==> config.mk <==
export PLATFORM = sky130hd
export DESIGN_NAME = wb_port_arbiter
export DESIGN_NICKNAME = d
export VERILOG_FILES = /design/src/rtl/wb_port_arbiter.sv
export SDC_FILE = /design/constraint.sdc
export NUM_CORES = 1
export LEC_CHECK = 0
export CAP_MARGIN = 5
export CORE_AREA = 3 3 219 221
export CTS_CLUSTER_DIAMETER = 150
export CTS_CLUSTER_SIZE = 24
export DETAILED_ROUTE_END_ITERATION = 10
export DIE_AREA = 0 0 222 224
export MAX_ROUTING_LAYER = met4
export PLACE_DENSITY = 0.84
export SETUP_SLACK_MARGIN = 0.15
export SLEW_MARGIN = 10
export SYNTH_ARGS = -nofsm -noshare
export SYNTH_HDL_FRONTEND = slang
export SYNTH_SLANG_ARGS = --single-unit
==> constraint.sdc <==
create_clock -name clk_i -period 35.2 [get_ports clk_i]
set_input_delay 7.04 -clock clk_i [delete_from_list [all_inputs] [get_ports clk_i]]
set_output_delay 7.04 -clock clk_i [all_outputs]
set_load 0.01 [all_outputs]
==> src/rtl/wb_port_arbiter.sv <==
`timescale 1ns/1ps
`default_nettype none
// ============================================================================
// Module      : wb_port_arbiter
// Description : Round-robin merge of NR_REQ FU results into one writeback port.
// Revision    : 1.0 - initial release
// ============================================================================
module wb_port_arbiter #(
    parameter int NR_REQ        = 3,
    parameter int TRANS_ID_BITS = 3,
    parameter int XLEN          = 64
) (
    input  logic                            clk_i,
    input  logic                            rst_i,
    input  logic                            flush_i,
    input  logic [NR_REQ-1:0]               req_valid_i,
    output logic [NR_REQ-1:0]               req_ready_o,
    input  logic [NR_REQ*TRANS_ID_BITS-1:0] req_trans_id_i,
    input  logic [NR_REQ*XLEN-1:0]          req_data_i,
    input  logic [NR_REQ-1:0]               req_ex_valid_i,
    input  logic [NR_REQ*XLEN-1:0]          req_ex_cause_i,
    output logic                            wt_valid_o,
    output logic [TRANS_ID_BITS-1:0]        trans_id_o,
    output logic [XLEN-1:0]                 wbdata_o,
    output logic                            ex_valid_o,
    output logic [XLEN-1:0]                 ex_cause_o,
    output logic [31:0]                     conflict_cnt_o
);

    localparam int PTR_W = (NR_REQ > 1) ? $clog2(NR_REQ) : 1;
    localparam logic [PTR_W:0]   NR_REQ_W = (PTR_W+1)'(NR_REQ);
    localparam logic [PTR_W-1:0] LAST_IDX = PTR_W'(NR_REQ - 1);

    logic [NR_REQ-1:0]        full_q;
    logic [TRANS_ID_BITS-1:0] tid_q   [NR_REQ];
    logic [XLEN-1:0]          data_q  [NR_REQ];
    logic [XLEN-1:0]          cause_q [NR_REQ];
    logic [NR_REQ-1:0]        exv_q;

    logic [PTR_W-1:0]         rr_ptr_q, rr_ptr_d;
    logic [NR_REQ-1:0]        grant;
    logic                     grant_vld;
    logic [PTR_W-1:0]         grant_idx;
    logic [PTR_W:0]           scan_idx;
    logic [NR_REQ-1:0]        accept;

    logic                     wt_valid_q;
    logic [TRANS_ID_BITS-1:0] out_tid_q;
    logic [XLEN-1:0]          out_data_q;
    logic                     out_ex_q;
    logic [XLEN-1:0]          out_cause_q;

    logic [31:0]              conflict_cnt_q, conflict_cnt_d;
    logic                     conflict;

    // Scan from rr_ptr upward with wrap; a flush suppresses the grant so rr_ptr holds.
    always_comb begin
        grant     = '0;
        grant_vld = 1'b0;
        grant_idx = '0;
        scan_idx  = '0;
        for (int off = 0; off < NR_REQ; off++) begin
            scan_idx = {1'b0, rr_ptr_q} + (PTR_W+1)'(off);
            if (scan_idx >= NR_REQ_W) begin
                scan_idx = scan_idx - NR_REQ_W;
            end
            if (!grant_vld && !flush_i && full_q[scan_idx[PTR_W-1:0]]) begin
                grant_vld = 1'b1;
                grant_idx = scan_idx[PTR_W-1:0];
            end
        end
        if (grant_vld) begin
            grant[grant_idx] = 1'b1;
        end
    end

    always_comb begin
        rr_ptr_d = rr_ptr_q;
        if (grant_vld) begin
            rr_ptr_d = (grant_idx == LAST_IDX) ? '0 : grant_idx + 1'b1;
        end
    end

    assign req_ready_o = flush_i ? '0 : (~full_q | grant);
    assign accept      = req_valid_i & req_ready_o;

    always_ff @(posedge clk_i or posedge rst_i) begin
        if (rst_i) begin
            full_q <= '0;
            exv_q  <= '0;
            for (int i = 0; i < NR_REQ; i++) begin
                tid_q[i]   <= '0;
                data_q[i]  <= '0;
                cause_q[i] <= '0;
            end
        end else begin
            for (int i = 0; i < NR_REQ; i++) begin
                if (flush_i) begin
                    full_q[i] <= 1'b0;
                end else if (accept[i]) begin
                    full_q[i]  <= 1'b1;
                    tid_q[i]   <= req_trans_id_i[i*TRANS_ID_BITS +: TRANS_ID_BITS];
                    data_q[i]  <= req_data_i[i*XLEN +: XLEN];
                    exv_q[i]   <= req_ex_valid_i[i];
                    cause_q[i] <= req_ex_cause_i[i*XLEN +: XLEN];
                end else if (grant[i]) begin
                    full_q[i] <= 1'b0;
                end
            end
        end
    end

    always_ff @(posedge clk_i or posedge rst_i) begin
        if (rst_i) begin
            rr_ptr_q    <= '0;
            wt_valid_q  <= 1'b0;
            out_tid_q   <= '0;
            out_data_q  <= '0;
            out_ex_q    <= 1'b0;
            out_cause_q <= '0;
        end else begin
            rr_ptr_q   <= rr_ptr_d;
            wt_valid_q <= grant_vld;
            if (grant_vld) begin
                out_tid_q   <= tid_q[grant_idx];
                out_data_q  <= data_q[grant_idx];
                out_ex_q    <= exv_q[grant_idx];
                out_cause_q <= cause_q[grant_idx];
            end
        end
    end

    // Clearing the lowest set bit leaves a nonzero value only when two or more are set.
    assign conflict = (full_q & (full_q - 1'b1)) != '0;

    always_comb begin
        conflict_cnt_d = conflict_cnt_q;
        if (conflict && (conflict_cnt_q != 32'hFFFF_FFFF)) begin
            conflict_cnt_d = conflict_cnt_q + 32'd1;
        end
    end

    always_ff @(posedge clk_i or posedge rst_i) begin
        if (rst_i) begin
            conflict_cnt_q <= '0;
        end else begin
            conflict_cnt_q <= conflict_cnt_d;
        end
    end

    assign wt_valid_o     = wt_valid_q;
    assign trans_id_o     = out_tid_q;
    assign wbdata_o       = out_data_q;
    assign ex_valid_o     = wt_valid_q & out_ex_q;
    assign ex_cause_o     = out_cause_q;
    assign conflict_cnt_o = conflict_cnt_q;

endmodule
`default_nettype wire

==> metrics.log, run 1 <==
INFO  metric outcome = complete, no violations
INFO  metric met2RoutedLength = 32500 um
INFO  metric yosysSeqAreaShare = 61.4%
INFO  metric grt_usage = 26.4%
INFO  metric grt_pass1_vias = 16931
INFO  metric hold_path_end = wbdata_o[41]
INFO  metric power_per_cell_area = 69.3 mW/mm2
INFO  metric mapped_nets = 2029
INFO  metric achievable-frequency = 58.3 MHz
INFO  metric placement_setup_slack = 18.09 ns
INFO  metric synthCells = 1623
INFO  metric area.growth.synth_to_final = 29.5%
INFO  metric route.top_layer_used = met4
INFO  metric cp.required = 28.16 ns
INFO  metric crit-reg2reg-launch = rr_ptr_q[1]
INFO  metric whs_path_depth = 2
INFO  metric switching_share = 33.1%
INFO  metric period_minus_slack = 17.15 ns
INFO  metric syn_area_per_cell = 14.2 um2
INFO  metric grt-ovfl-total = 0
INFO  metric power_leakage = 12.7 nW
INFO  metric via_count = 15951
INFO  metric clock-root-buffer = clkbuf_16
INFO  metric cts_tree = done
INFO  metric report.final.setup_viol = 0
INFO  metric final_max_slew_viol_count = 0
INFO  metric reg2reg_setup_slack = 30.59 ns
INFO  metric n_fill_cell = 3412
INFO  metric sort_of_element_at_the_start_of_the_critical_path = primary input
INFO  metric intPower = 0.00139 W
INFO  metric die_width = 222 um
INFO  metric async_set_reset_flop_share_out_of_synthesis = 100%
INFO  metric power.share.combinational = 35.9%
INFO  metric place.detailed.hpwl = 44900 um
INFO  metric timing.setup.tns = 0 ns
INFO  metric clock_latency = 0.61 ns
INFO  metric initialDrtViolationCount = 1329
INFO  metric cts.htree.levels = 1
INFO  metric yosysWarnings = 0
INFO  metric nets = 2541
INFO  metric clk_pin_slew_worst_paths = 0.10 ns
INFO  metric grt_start_max_net_pins = 193
INFO  metric holdBufCountCts = 0
INFO  metric timing_worst_slew_pin_value = 1.11 ns
INFO  metric postSynth.topFlopCell = dfrtp_1
INFO  metric die_h = 224 um
INFO  metric avgRoutedWirePerCell = 23.9 um
INFO  metric synth.lib_cells_used.distinct = 55
INFO  metric rows = 79
INFO  metric routed-wl-met3 = 5420 um
INFO  metric layout.core_utilization = 64.4%
INFO  metric drv_cap = 0
INFO  metric finalHoldViolations = 0
INFO  metric post-cts-setup-buffer-count = 0
INFO  metric pnr_worst_setup_slack = 18.05 ns
INFO  metric hp-start = data_q[41]
INFO  metric p_switching = 0.000685 W
INFO  metric synth-edff-count = 0
INFO  metric detail_route.drc_violations = 0
INFO  metric grt_pass1_wl = 100000 um
INFO  metric clock_sinks = 566
INFO  metric initial_cell_density_of_the_core = 49.7%
INFO  metric antenna_violating_nets_left = 0
INFO  metric cts_inserted_buffers = 27
INFO  metric finalPower = 0.00207 W
INFO  metric power.share.sequential = 47.6%
INFO  metric worst-endpoint-arrival = 10.11 ns
INFO  metric wirelength = 66100 um
INFO  metric number_of_antenna_violations_at_the_first_check_in_global_routing = 23
INFO  metric final_min_period_over_clock_period = 48.7%
INFO  metric r2r-end = cause_q[29]
INFO  metric port_buffers = 569
INFO  metric core-area = 0.0464 mm2
INFO  metric clock_path_buffers = 3
INFO  metric timing.critical_path.fanout_max = 30
INFO  metric drt-pass1-iter-count = 6
INFO  metric floorplan.die_area = 0.0497 mm2
INFO  metric vdd.ir_drop.worst = 0.0503 mV
INFO  metric timing.max_slew.rel_slack = 25.8%
INFO  metric critical_path_class = in2out
INFO  metric r2r_cells = 10
INFO  metric clock_power_share = 16.4%
INFO  metric synth-seq-cells = 566
INFO  metric cts_repair_resize_count = 0
INFO  metric place_congestion = 0.879
INFO  metric hold_path.class = reg2reg
INFO  metric ios = 570
INFO  metric viasPerCell = 5.77
INFO  metric drive_above_1_share = 14.0%
INFO  metric route.layer.met1.wl = 25300 um
INFO  metric hold_slack = 0.474 ns
INFO  metric end_kind = output port
INFO  metric mappedNetlistArea = 0.0231 mm2
INFO  metric fin_skew = 0.0286 ns
INFO  metric grt_setup_unrepaired = false
## sequential cells by signal, indices dropped and copies added, names as in the netlist
register / cells
data_q: 192
wt_valid_o: 1
ex_cause_o: 64
exv_q: 3
out_ex_q: 1
cause_q: 192
conflict_cnt_o: 32
wbdata_o: 64
full_q: 3
trans_id_o: 3
rr_ptr_q: 2
tid_q: 9
## worst max path at each step
stage	startpoint	to	slack [ns]	depth (start not counted)
3_3_place_gp	flush_i	req_ready_o[0]	18.15	8
2_1_floorplan	rst_i	cause_q[0]	12.33	1
3_5_place_dp	flush_i	req_ready_o[0]	18.09	8
5_1_grt	flush_i	req_ready_o[0]	17.88	8
4_1_cts	flush_i	req_ready_o[0]	18.05	8
6_report	flush_i	req_ready_o[0]	18.05	8
## stage by stage
stage	instance area, um2	std cells
2_1_floorplan	23100	1623
3_3_place_gp	29100	2713
3_5_place_dp	29100	2713
4_1_cts	29800	2742
5_1_grt	29900	2765
6_report	29900	2766
## cell usage after synthesis (5+ instances only)
library cell  instances  area, um2
a21oi_1              11       55.1
a222oi_1             35        350
a22oi_1             188       1410
and2_1                5       31.3
and3_1                5       31.3
buf_1                 8       30.0
buf_2                28        140
buf_4                11       82.6
buf_6                 9        101
buf_8                 8        120
clkbuf_1             41        154
dfrtp_1             566      14200
inv_1                15       56.3
mux2_1              164       1850
mux2_2              153       1720
mux2_4               80       1200
nand2_1             177        664
nand3_1              17       85.1
nand4_1               8       50.1
nor2_1               14       52.6
nor3_1                5       25.0
xnor2_1              22        193
xor2_1                7       61.3
## cell usage in the layout, fill, tap and decap left out, drive strengths merged, types with 2 or more instances in the layout
cell type,netlist,final
nor2,14,14
a22oi,188,188
and4,3,3
o21a,2,2
nor3,5,5
xnor2,22,22
mux2i,2,2
a21oi,12,12
o22ai,2,2
xor2,7,7
o21ai,2,2
nand4bb,2,2
inv,15,17
nand4,8,8
diode,0,24
nor4,2,2
nor2b,2,2
clkbuf,41,27
a221o,3,3
and3,5,5
clkdlybuf4s50,0,569
o41ai,2,2
a222oi,35,35
mux2,397,397
dfrtp,566,566
nand2,177,177
nand3b,2,2
ha,4,4
o2111ai,3,3
nand3,17,17
buf,64,19
and2,5,5
## worst max-delay path: stages
cell and delay, ns:
clkdlybuf4s50_1 0.73, inv_1 0.20, o2111ai_1 0.22, o2111ai_1 0.30, nor2_4 0.74, nor2_1 0.13
nor2_1 0.15, clkdlybuf4s50_1 0.59
## cells by family (layout without fill, tap and decap cells)
family / Yosys count / in the layout / synth area share [%]
AOI/OAI and AO/OA: 257 / 257 / 8.82
xor gates and xnor gates: 29 / 29 / 1.10
adders and majority gates: 5 / 5 / 0.260
buffers and inverters: 120 / 632 / 2.97
DFF: 566 / 566 / 61.4
muxes: 399 / 399 / 20.8
other: 0 / 24 / 0
and+or+nand+nor: 247 / 247 / 4.64
## power by group through the flow
stage                     registers [W]  clock network [W]  logic, W
after floorplan                 0.00100                  0  0.000382
after global placement         0.000982                  0  0.000721
after detailed placement       0.000997                  0  0.000746
after CTS                      0.000985           0.000351  0.000750
after global routing            0.00101           0.000373  0.000800
final                          0.000987           0.000340  0.000744
## metal layers
layer  GRT usage (%)  vias to the layer above
met2            42.4                      682
met5               -                        -
met3            6.67                      147
met1            31.7                     8206
met4            11.8                        0
li1                -                     6916
## layout make-up
type / count / area [um2] / share of cell area (%)
clock inverter: 2 / 20.0 / 0.0670
timing repair buffer: 588 / 5860 / 19.6
clock buffer: 27 / 676 / 2.26
antenna: 24 / 60.1 / 0.201
inverter: 15 / 63.8 / 0.214
sequential: 566 / 14200 / 47.4
tap: 607 / 759 / 2.54
multi-input combinational: 937 / 8260 / 27.7
Power figures use the tool's default switching activity.
==> run 2, diff against run 1 <==
- CORE_AREA: 3 3 219 221 -> not set
- CORE_ASPECT_RATIO: not set -> 0.9
- CORE_MARGIN: not set -> 3
- CORE_UTILIZATION: not set -> 50
- DIE_AREA: 0 0 222 224 -> not set
- PLACE_DENSITY: 0.84 -> 0.85
- clock period: 35.2 -> 15.9 ns (I/O delays scaled with it)
==> run 2 against run 1 <==
Against the previous run: first-iteration DRC count rose by 7.8%; clock skew fell by 0.0050 ns; cell area hardly changed; setup slack got worse by 11 ns; critical path depth is the same; die area decreased by 2.0%; non-clock buffer count unchanged; via count is 0.99% lower; register-to-register slack lost 19 ns.
==> metrics.log, run 2 (same netlist as run 1, synthesis figures left out) <==
INFO  metric outcome = complete, no violations
INFO  metric place_congestion = 0.910
INFO  metric critical_path.n_buffers_inverters = 3
INFO  metric place.detailed.hpwl = 44400 um
INFO  metric number_of_antenna_violations_at_the_first_check_in_global_routing = 23
INFO  metric core-area = 0.0455 mm2
INFO  metric period_minus_slack = 8.68 ns
INFO  metric clock-root-buffer = clkbuf_16
INFO  metric floorplan.die_area = 0.0487 mm2
INFO  metric antenna_violating_nets_left = 0
INFO  metric die_h = 210 um
INFO  metric grt-ovfl-total = 0
INFO  metric clock_latency = 0.60 ns
INFO  metric vdd.ir_drop.worst = 0.0976 mV
INFO  metric timing_worst_slew_pin_value = 1.12 ns
INFO  metric area.growth.synth_to_final = 29.5%
INFO  metric pnr_worst_setup_slack = 7.22 ns
INFO  metric report.final.setup_viol = 0
INFO  metric placement_setup_slack = 7.24 ns
INFO  metric drt-pass1-iter-count = 9
INFO  metric cp.required = 12.72 ns
INFO  metric hold_path.class = reg2reg
INFO  metric port_buffers = 569
INFO  metric achievable-frequency = 115 MHz
INFO  metric die_width = 232 um
INFO  metric critical-path-top-delay-family = buffers and inverters
INFO  metric cts_inserted_buffers = 27
INFO  metric end_kind = output port
INFO  metric drive_above_1_share = 14.0%
INFO  metric finalPower = 0.00457 W
INFO  metric grt_pass1_vias = 16653
INFO  metric cts_tree = done
INFO  metric cts.htree.levels = 1
INFO  metric worst-endpoint-arrival = 5.50 ns
INFO  metric final_max_slew_viol_count = 0
INFO  metric grt_setup_unrepaired = false
INFO  metric final_min_period_over_clock_period = 54.6%
INFO  metric layout_commonest_cell = clkdlybuf4s50_1
INFO  metric mostFrequentLayoutCells = clkdlybuf4s50_1, dfrtp_1, a22oi_1
INFO  metric power_leakage = 12.7 nW
INFO  metric grt_pass1_wl = 98000 um
INFO  metric timing.critical_path.fanout_max = 11
INFO  metric registers_with_the_highest_flip_flop_counts = cause_q (192), data_q (192)
INFO  metric detail_route.drc_violations = 0
INFO  metric clock_path_buffers = 3
INFO  metric initial_cell_density_of_the_core = 50.7%
INFO  metric critical_path.max_stage_delay = 0.70 ns
INFO  metric clk_pin_slew_worst_paths = 0.10 ns
INFO  metric grt_start_max_net_pins = 193
INFO  metric worstPathCellList = clkdlybuf4s50_1 -> inv_1 -> o2111ai_1 -> o2111ai_1 -> nor2_4 -> nor2_1 -> nor2_1 -> clkdlybuf4s50_1
INFO  metric post-cts-setup-buffer-count = 0
INFO  metric wirelength = 65100 um
INFO  metric finalHoldViolations = 0
INFO  metric power_per_cell_area = 153 mW/mm2
INFO  metric fin_skew = 0.0236 ns
INFO  metric nets = 2541
INFO  metric drv_cap = 0
INFO  metric initialDrtViolationCount = 1433
INFO  metric sort_of_element_at_the_start_of_the_critical_path = primary input
INFO  metric via_count = 15793
INFO  metric rows = 74
INFO  metric cts_repair_resize_count = 0
INFO  metric timing.max_slew.rel_slack = 25.2%
INFO  metric critical_path.slowest_cell = clkdlybuf4s50_1
INFO  metric layout.core_utilization = 65.7%
INFO  metric holdBufCountCts = 0
INFO  metric ios = 570
INFO  metric critical_path_class = in2out
INFO  metric timing.setup.tns = 0 ns
INFO  metric viasPerCell = 5.71
INFO  metric avgRoutedWirePerCell = 23.5 um
INFO  metric grt_usage = 26.7%
INFO  metric clock_sinks = 566
==> run 2: layout make-up <==
| class | count | area (um2) |
|---|---|---|
| inverters | 15 | 60.1 |
| repair buffers | 588 | 5860 |
| clock inverters | 2 | 20.0 |
| well taps | 608 | 761 |
| diodes | 24 | 60.1 |
| fillers | 3256 | 15600 |
| multi-input cells | 937 | 8260 |
| flip-flops and latches | 566 | 14200 |
| clock buffers | 27 | 676 |
==> run 2: worst register-to-register path: stages, from the launching register on <==
cell and delay (ns):
dfrtp_1 0.40, inv_1 0.10, ha_1 0.31, mux2i_2 0.44
o21ai_2 0.16, nor3_1 0.48, nor2_4 0.05, buf_4 0.36
o211ai_1 0.37, buf_4 0.42, buf_4 0.68, mux2_1 0.48
==> run 2: worst paths after layout <==
check                           cells after the start        start           endpoint  slack [ns]
worst max-delay path                                8      flush_i     req_ready_o[0]        7.22
worst min-delay path                                2  wbdata_o[0]        wbdata_o[0]        0.49
worst max register to register                     11  rr_ptr_q[1]       cause_q[165]       11.52
worst min register to register                      2  wbdata_o[0]        wbdata_o[0]        0.49
max in group asynchronous                           4        rst_i        data_q[188]       10.42
min in group asynchronous                           2        rst_i  conflict_cnt_o[6]        3.13
==> run 2: through the flow <==
stage | hold WS (ns) | instances | instance area (um2)
CTS | 0.486 | 2743 | 29800
floorplan | 0.454 | 1623 | 23100
finish | 0.486 | 2767 | 29900
global route | 0.503 | 2766 | 29900
global placement | 0.460 | 2714 | 29100
detailed placement | 0.463 | 2714 | 29100
==> run 2: power breakdown <==
part           switching [W]  total, W  internal, W  leakage (nW)
Clock               0.000448  0.000755     0.000307         0.343
Combinational       0.000790   0.00165     0.000856          5.59
Sequential          0.000268   0.00217      0.00191          6.77
Total                0.00151   0.00457      0.00307          12.7
==> run 2: layer usage <==
metal | track usage, % | wire length [um] | share of wire [%]
met1 | 31.9 | 24500 | 38
met2 | 42.9 | 32200 | 49
met3 | 7.34 | 5570 | 8.6
met4 | 11.1 | 2850 | 4.4
met5 | - | 0 | 0
